`src/rtl/mem32_arbiter.sv`:
```
// Two-client round-robin arbiter in front of the 32-bit memory request port.
// One client is granted at a time. The chosen request is registered toward memory
// and held until memory accepts it by echoing the latched tag. The read return
// is fanned out unchanged to both clients.
module mem32_arbiter #(
    parameter int unsigned TAG_W  = 8,
    parameter int unsigned ADDR_W = 26
) (
    input  logic              clock,
    input  logic              reset_n,

    input  logic              c0_request,
    input  logic [TAG_W-1:0]  c0_tag,
    input  logic [ADDR_W-1:0] c0_address,
    input  logic              c0_direction,
    input  logic [3:0]        c0_byte_en,
    input  logic [31:0]       c0_wdata,
    output logic [TAG_W-1:0]  c0_dack_tag,
    output logic              c0_rack,
    output logic [TAG_W-1:0]  c0_rack_tag,
    output logic [31:0]       c0_rdata,

    input  logic              c1_request,
    input  logic [TAG_W-1:0]  c1_tag,
    input  logic [ADDR_W-1:0] c1_address,
    input  logic              c1_direction,
    input  logic [3:0]        c1_byte_en,
    input  logic [31:0]       c1_wdata,
    output logic [TAG_W-1:0]  c1_dack_tag,
    output logic              c1_rack,
    output logic [TAG_W-1:0]  c1_rack_tag,
    output logic [31:0]       c1_rdata,

    output logic              mem32_request,
    output logic [TAG_W-1:0]  mem32_tag,
    output logic [ADDR_W-1:0] mem32_address,
    output logic              mem32_direction,
    output logic [3:0]        mem32_byte_en,
    output logic [31:0]       mem32_wdata,
    input  logic [TAG_W-1:0]  mem32_dack_tag,
    input  logic              mem32_rack,
    input  logic [TAG_W-1:0]  mem32_rack_tag,
    input  logic [31:0]       mem32_rdata
);

    typedef enum logic {StIdle, StBusy} state_e;

    state_e            state_q, state_d;
    logic              last_grant_q, last_grant_d;
    logic              grant_q, grant_d;
    logic              req_q, req_d;
    logic [TAG_W-1:0]  tag_q, tag_d;
    logic [ADDR_W-1:0] addr_q, addr_d;
    logic              dir_q, dir_d;
    logic [3:0]        be_q, be_d;
    logic [31:0]       wdata_q, wdata_d;

    logic              pick;
    logic              accept;

    // Memory accepts only when it echoes the latched tag; other tags are ignored.
    assign accept = (state_q == StBusy) && req_q && (mem32_dack_tag == tag_q);

    // Next-state: grant in idle (round-robin on a tie), wait for the matching accept in busy.
    always_comb begin
        state_d      = state_q;
        last_grant_d = last_grant_q;
        grant_d      = grant_q;
        req_d        = req_q;
        tag_d        = tag_q;
        addr_d       = addr_q;
        dir_d        = dir_q;
        be_d         = be_q;
        wdata_d      = wdata_q;
        // On a tie the client that did not win last time goes next.
        pick         = (c0_request && c1_request) ? ~last_grant_q : c1_request;

        unique case (state_q)
            StIdle: begin
                if (c0_request || c1_request) begin
                    state_d      = StBusy;
                    last_grant_d = pick;
                    grant_d      = pick;
                    req_d        = 1'b1;
                    tag_d        = pick ? c1_tag       : c0_tag;
                    addr_d       = pick ? c1_address   : c0_address;
                    dir_d        = pick ? c1_direction : c0_direction;
                    be_d         = pick ? c1_byte_en   : c0_byte_en;
                    wdata_d      = pick ? c1_wdata     : c0_wdata;
                end
            end
            StBusy: begin
                if (accept) begin
                    state_d = StIdle;
                    req_d   = 1'b0;
                end
            end
            default: state_d = StIdle;
        endcase
    end

    // State and registered downstream request; reset drops the request immediately.
    always_ff @(posedge clock or negedge reset_n) begin
        if (!reset_n) begin
            state_q      <= StIdle;
            last_grant_q <= 1'b1;
            grant_q      <= 1'b0;
            req_q        <= 1'b0;
            tag_q        <= '0;
            addr_q       <= '0;
            dir_q        <= 1'b0;
            be_q         <= '0;
            wdata_q      <= '0;
        end else begin
            state_q      <= state_d;
            last_grant_q <= last_grant_d;
            grant_q      <= grant_d;
            req_q        <= req_d;
            tag_q        <= tag_d;
            addr_q       <= addr_d;
            dir_q        <= dir_d;
            be_q         <= be_d;
            wdata_q      <= wdata_d;
        end
    end

    assign mem32_request   = req_q;
    assign mem32_tag       = tag_q;
    assign mem32_address   = addr_q;
    assign mem32_direction = dir_q;
    assign mem32_byte_en   = be_q;
    assign mem32_wdata     = wdata_q;

    // Accept goes only to the granted client, in the same cycle.
    always_comb begin
        c0_dack_tag = (accept && !grant_q) ? mem32_dack_tag : '0;
        c1_dack_tag = (accept &&  grant_q) ? mem32_dack_tag : '0;
    end

    // Read return is broadcast; clients filter on their own tags.
    assign c0_rack     = mem32_rack;
    assign c0_rack_tag = mem32_rack_tag;
    assign c0_rdata    = mem32_rdata;
    assign c1_rack     = mem32_rack;
    assign c1_rack_tag = mem32_rack_tag;
    assign c1_rdata    = mem32_rdata;

endmodule
```
`config.mk`:
```
export PLATFORM = sky130hd
export DESIGN_NAME = mem32_arbiter
export DESIGN_NICKNAME = d
export VERILOG_FILES = /design/src/rtl/mem32_arbiter.sv
export SDC_FILE = /design/constraint.sdc
export NUM_CORES = 1
export LEC_CHECK = 0
export CAP_MARGIN = 20
export CORE_AREA = 4 4 138 140
export DETAILED_ROUTE_END_ITERATION = 10
export DIE_AREA = 0 0 142 144
export GPL_TIMING_DRIVEN = 0
export PLACE_DENSITY = 0.68
export SYNTH_ARGS = -nofsm -noshare
export SYNTH_HDL_FRONTEND = slang
export SYNTH_SLANG_ARGS = --single-unit
```
`constraint.sdc`:
```
create_clock -name clock -period 1.8 [get_ports clock]
set_input_delay 0.36 -clock clock [delete_from_list [all_inputs] [get_ports clock]]
set_output_delay 0.36 -clock clock [all_outputs]
set_load 0.01 [all_outputs]
```
# Yosys cells after proc, flatten, opt, wreduce, memory -nomap -nowiden
# Cells that the tools add are included.
classes:
  n_mux: 14
  n_bitwise: 2
  reduce_logical: 9
  eq_ne: 3
ops:
  columns: ["cell", "count"]
  rows:
  - ["two-way mux 32 bit", 1]
  - ["two-way mux 26 bit", 1]
  - ["two-way mux 8 bit", 3]
  - ["== test 8 bit", 1]
  - ["two-way mux 1 bit", 6]
  - ["logical AND 1 bit", 5]
  - ["two-way mux 4 bit", 1]
  - ["one-hot mux 1 bit (2 select lines)", 2]
  - ["AND reduction 2 bit", 2]
  - ["inequality test 2 x 1 -> 1 bit, second input constant", 1]
  - ["inequality test 2 bit, second input constant", 1]
  - ["NOT 1 bit", 2]
  - ["zero test 1 bit", 1]
  - ["logical OR 1 bit", 1]
totals:
  out_inout_bits: 170
  register_bits: 75
  input_bits: 195

# Longest topological paths before layout
logic_depth:
  depth_word: 4
  ltp_mapped: 6
  mapped_depth_nobuf: 4

# Worst setup path before layout
# Ideal clock, no wire load.
synth_timing:
  path_kind: "reg2out"
  startpoint: "register tag_q[5] (netlist: mem32_tag[5])"
  endpoint: "output port c0_dack_tag[0]"
  required_time_ns: 1.440
  path_stages_with_launch: 5
  arrival_time_ns: 1.320
  setup_slack_ns: 0.120
  cell_sequence: "dfrtp_1 xnor2_1 nand3_2 nor4_4 and2_1"
synth_between:
  elab_chain_cells: 4
synth_rtl:
  columns: ["element", "line_no", "source"]
  rows:
  - ["start, declared", "52", "logic [TAG_W-1:0] tag_q, tag_d;"]
  - ["start signal, assigned", "119", "tag_q <= tag_d;"]
  - ["== test 8 bit", "62", "assign accept = (state_q == StBusy) && req_q && (mem32_dack_tag == tag_q);"]
  - ["logical AND 1 bit", "62", null]
  - ["logical AND 1 bit", "136", "c0_dack_tag = (accept && !grant_q) ? mem32_dack_tag : '0;"]
  - ["two-way mux 8 bit", "136", null]
  - ["end, declared", "18", "output logic [TAG_W-1:0] c0_dack_tag,"]
# Every way passes these cells.

# Worst setup path in the final report
layout_timing:
  startpoint: "register tag_q[0] (netlist: mem32_tag[0])"
  endpoint: "output port c1_dack_tag[6]"
layout_between:
  elab_chain_cells: 4
layout_rtl:
  columns: ["element", "line_no", "source"]
  rows:
  - ["== test 8 bit", "62", null]
  - ["logical AND 1 bit", "62", null]
  - ["logical AND 1 bit", "137", "c1_dack_tag = (accept && grant_q) ? mem32_dack_tag : '0;"]
  - ["two-way mux 8 bit", "137", null]
  - ["end, declared", "29", "output logic [TAG_W-1:0] c1_dack_tag,"]
# Every way passes these cells.

==> metrics.cfg <==
[final_layout]
final_util=0.471
antennaDiodeCount=0
drive_gt1_frac=0.219
stdcell_count=1020
nets=982
design_area_um2=8400
nFillCells=1712
synthToLayoutAreaGrowth_pct=93.8

[synthesis]
synth.avg_cell_area_um2=9.94
netlist.area_leader.share=0.427
synthCells=436
yosysWarningCount=0
yosysTopAreaCell=dfrtp_1
syn_area_um2=4330
synth_cell_type_count=25
ys_seq_area_frac=0.433
synthesis.nets=631
ys_ff_latch=75
synth.area.top_cells=dfrtp_1 43%, mux2i_1 16%, buf_4 15%

[timing]
maxSlewHeadroom=0.580
hold_violations=0
setup_viol=16
worst_slew_pin_slew_ns=0.630
period_share=1.26
fin_crit_ns=2.27
grt_setup_unrepaired=yes
fmax_mhz=441
slew_viol_final=0
fin_ws_ns=-0.467
finClkSkew_ns=0.00801
whs_ns=0.372

[critical_path]
path_cells=xnor2_2, nand3_2, nor4_4, buf_4, buf_6, buf_6, and2_4, buf_6
cp-startpoint=mem32_tag[0]
cp_max_fo=4
arrival_ns=1.91
start_kind=flip-flop
crit_path_end_kind=primary output
critPathKind=flip-flop to primary output
crit_top_cell=buf_6
rr_startpoint=last_grant_q
crit_path_top_delay_cell=dfrtp_1
max_stage_delay_ns=0.42
cp.required_ns=1.44

[pwr]
vdd_drop_max_mv=0.458
netSwitchingFraction=0.308
leakage_nw=3.86
pwr-share-seq=0.321
p_clk_frac=0.231
pwr-share-comb=0.447
p_switching_w=0.00271
p_int_w=0.00611
power_density_nw_per_um2=1050

[clock_tree]
clk_latency_ns=0.33
cts_buffers=9
clock_path_buffers=2
cts.sinks=75
cts_tree=yes
clk_pin_slew_ns=0.05
htreeDepth=3
cts-root-buf=clkbuf_16

[floorplanning]
die-area_um2=20400
die_w_um=142
start_util=0.243
core_area_um2=17800
die_h_um=144
io_pins=365
rows=49

[min_path]
hold_path_class=primary input to flip-flop
min_from=c1_request

[drt]
drtAntennaViolNets=0
routedWlPerCell_um=15.7
drt_iter0_markers=94
avgViaCountPerCell=4.11
drt_first_pass_iters=4
wl_um=16000
drc_errors=0
dr_total_vias=4195

[placement]
placedCellCount=988
place.port_buffers=322
placed_cell_area_um2=7860
dp_worst_setup_slack_ns=-1.07
place_hpwl_um=13000
routabilityCongestion=0.735

[outcome]
violations=negative setup slack
status=complete, but fails checks

[grt]
first_global_vias=4216
grt_pass1_wl_um=23000
grt_max_degree=39
grt_overflow=0
grtUsageTotal=0.146
antenna_found_initial=0

[run]
max_cap_viol_count=0

==> cell usage after synthesis, drive strengths merged <==
| cell | number |
|---|---|
| nor3 | 2 |
| a31oi | 1 |
| nand2 | 74 |
| nor2 | 1 |
| a21oi | 1 |
| o21ai | 74 |
| mux2i | 71 |
| nor4 | 2 |
| dfstp | 1 |
| dfrtp | 74 |
| inv | 3 |
| and2 | 16 |
| nand3 | 2 |
| buf | 98 |
| nand4 | 1 |
| xnor2 | 8 |
| clkbuf | 7 |
==> repair_timing <==
action,CTS,global route
hold buffers,1,0
gates cloned,0,0
pin swaps,19,9
setup endpoints to repair,22,18
hold endpoints to repair,5,0
resized for setup,85,24
buffers inserted,14,2
==> per-layer routing <==
layer | global-route usage | part of all wire | vias to the layer above
li1 | - | - | 2080
met1 | 0.169 | 0.38 | 1910
met2 | 0.257 | 0.52 | 190
met3 | 0.0519 | 0.089 | 15
met4 | 0.0384 | 0.011 | 0
met5 | 0 | 0 | -
==> cell usage in the layout (no fill, tap or decap), drive strengths merged <==
cell / netlist / routed
nor3: 2 / 2
a31oi: 1 / 1
dfstp: 1 / 1
clkinv: 0 / 1
bufinv: 0 / 3
xnor2: 8 / 8
buf: 98 / 132
o21ai: 74 / 74
nor4: 2 / 2
and2: 16 / 16
clkinvlp: 0 / 1
clkdlybuf4s50: 0 / 297
dfrtp: 74 / 74
clkbuf: 7 / 17
dlygate4sd3: 0 / 1
a21oi: 1 / 1
nand2: 74 / 74
nand3: 2 / 2
nor2: 1 / 1
inv: 3 / 3
nand4: 1 / 1
mux2i: 71 / 71
dlygate4sd2: 0 / 8
==> metrics by stage <==
step / TNS (ns) / total power (W)
2_1_floorplan: 0 / 0.00442
3_3_place_gp: -210.75 / 0.00672
3_5_place_dp: -37.89 / 0.00678
4_1_cts: -7.14 / 0.00893
5_1_grt: -7.91 / 0.00939
6_report: -6.23 / 0.00882
==> power groups by stage <==
stage / registers, W / clock network, W / logic, W
4_1_cts: 0.00283 / 0.00211 / 0.00399
6_report: 0.00283 / 0.00204 / 0.00394
2_1_floorplan: 0.00316 / 0 / 0.00125
3_5_place_dp: 0.00286 / 0 / 0.00393
5_1_grt: 0.00294 / 0.00219 / 0.00426
3_3_place_gp: 0.00282 / 0 / 0.00390
==> state kept, by name, summed over array words and instances (netlist names) <==
name,count
mem32_wdata,32
mem32_tag,8
mem32_byte_en,4
mem32_direction,1
grant_q,1
state_q,1
mem32_address,26
last_grant_q,1
mem32_request,1
==> worst max-delay path: cells and delay by family (launching register included) <==
kind                      cells  cell delay, ns
xor gates and xnor gates      1            0.16
and+or+nand+nor               3            0.56
buffers and inverters         4            0.44
DFF                           1            0.42
==> cell families after synthesis <==
group                     count (synthesis)  synth area share
AOI/OAI and AO/OA                        76            0.0906
xor gates and xnor gates                  8            0.0162
and+or+nand+nor                          98             0.109
buffers and inverters                   108             0.187
muxes                                    71             0.164
DFF                                      75             0.433
==> final cells by class <==
cell class              instances  area (µm²)  share of cell area
flip-flops and latches         75        1880               0.224
plain buffers                 105         802              0.0955
inverters                       3        11.3             0.00134
clock buffers                  10         229              0.0273
multi-input cells             253        1710               0.204
clock inverters                 5         103              0.0122
repair buffers                340        3380               0.402
well taps                     229         287              0.0341
==> final timing paths <==
path	endpoint	slack, ns	depth (start not counted)
worst min-delay path	state_q	0.37	3
max in group asynchronous	last_grant_q	0.60	3
worst max-delay path	c1_dack_tag[6]	-0.47	8
min in group asynchronous	mem32_wdata[6]	0.53	2
worst min register to register	mem32_wdata[11]	0.48	2
worst max register to register	mem32_tag[0]	0.21	5
No activity file was read; power rests on OpenSTA's default activity.
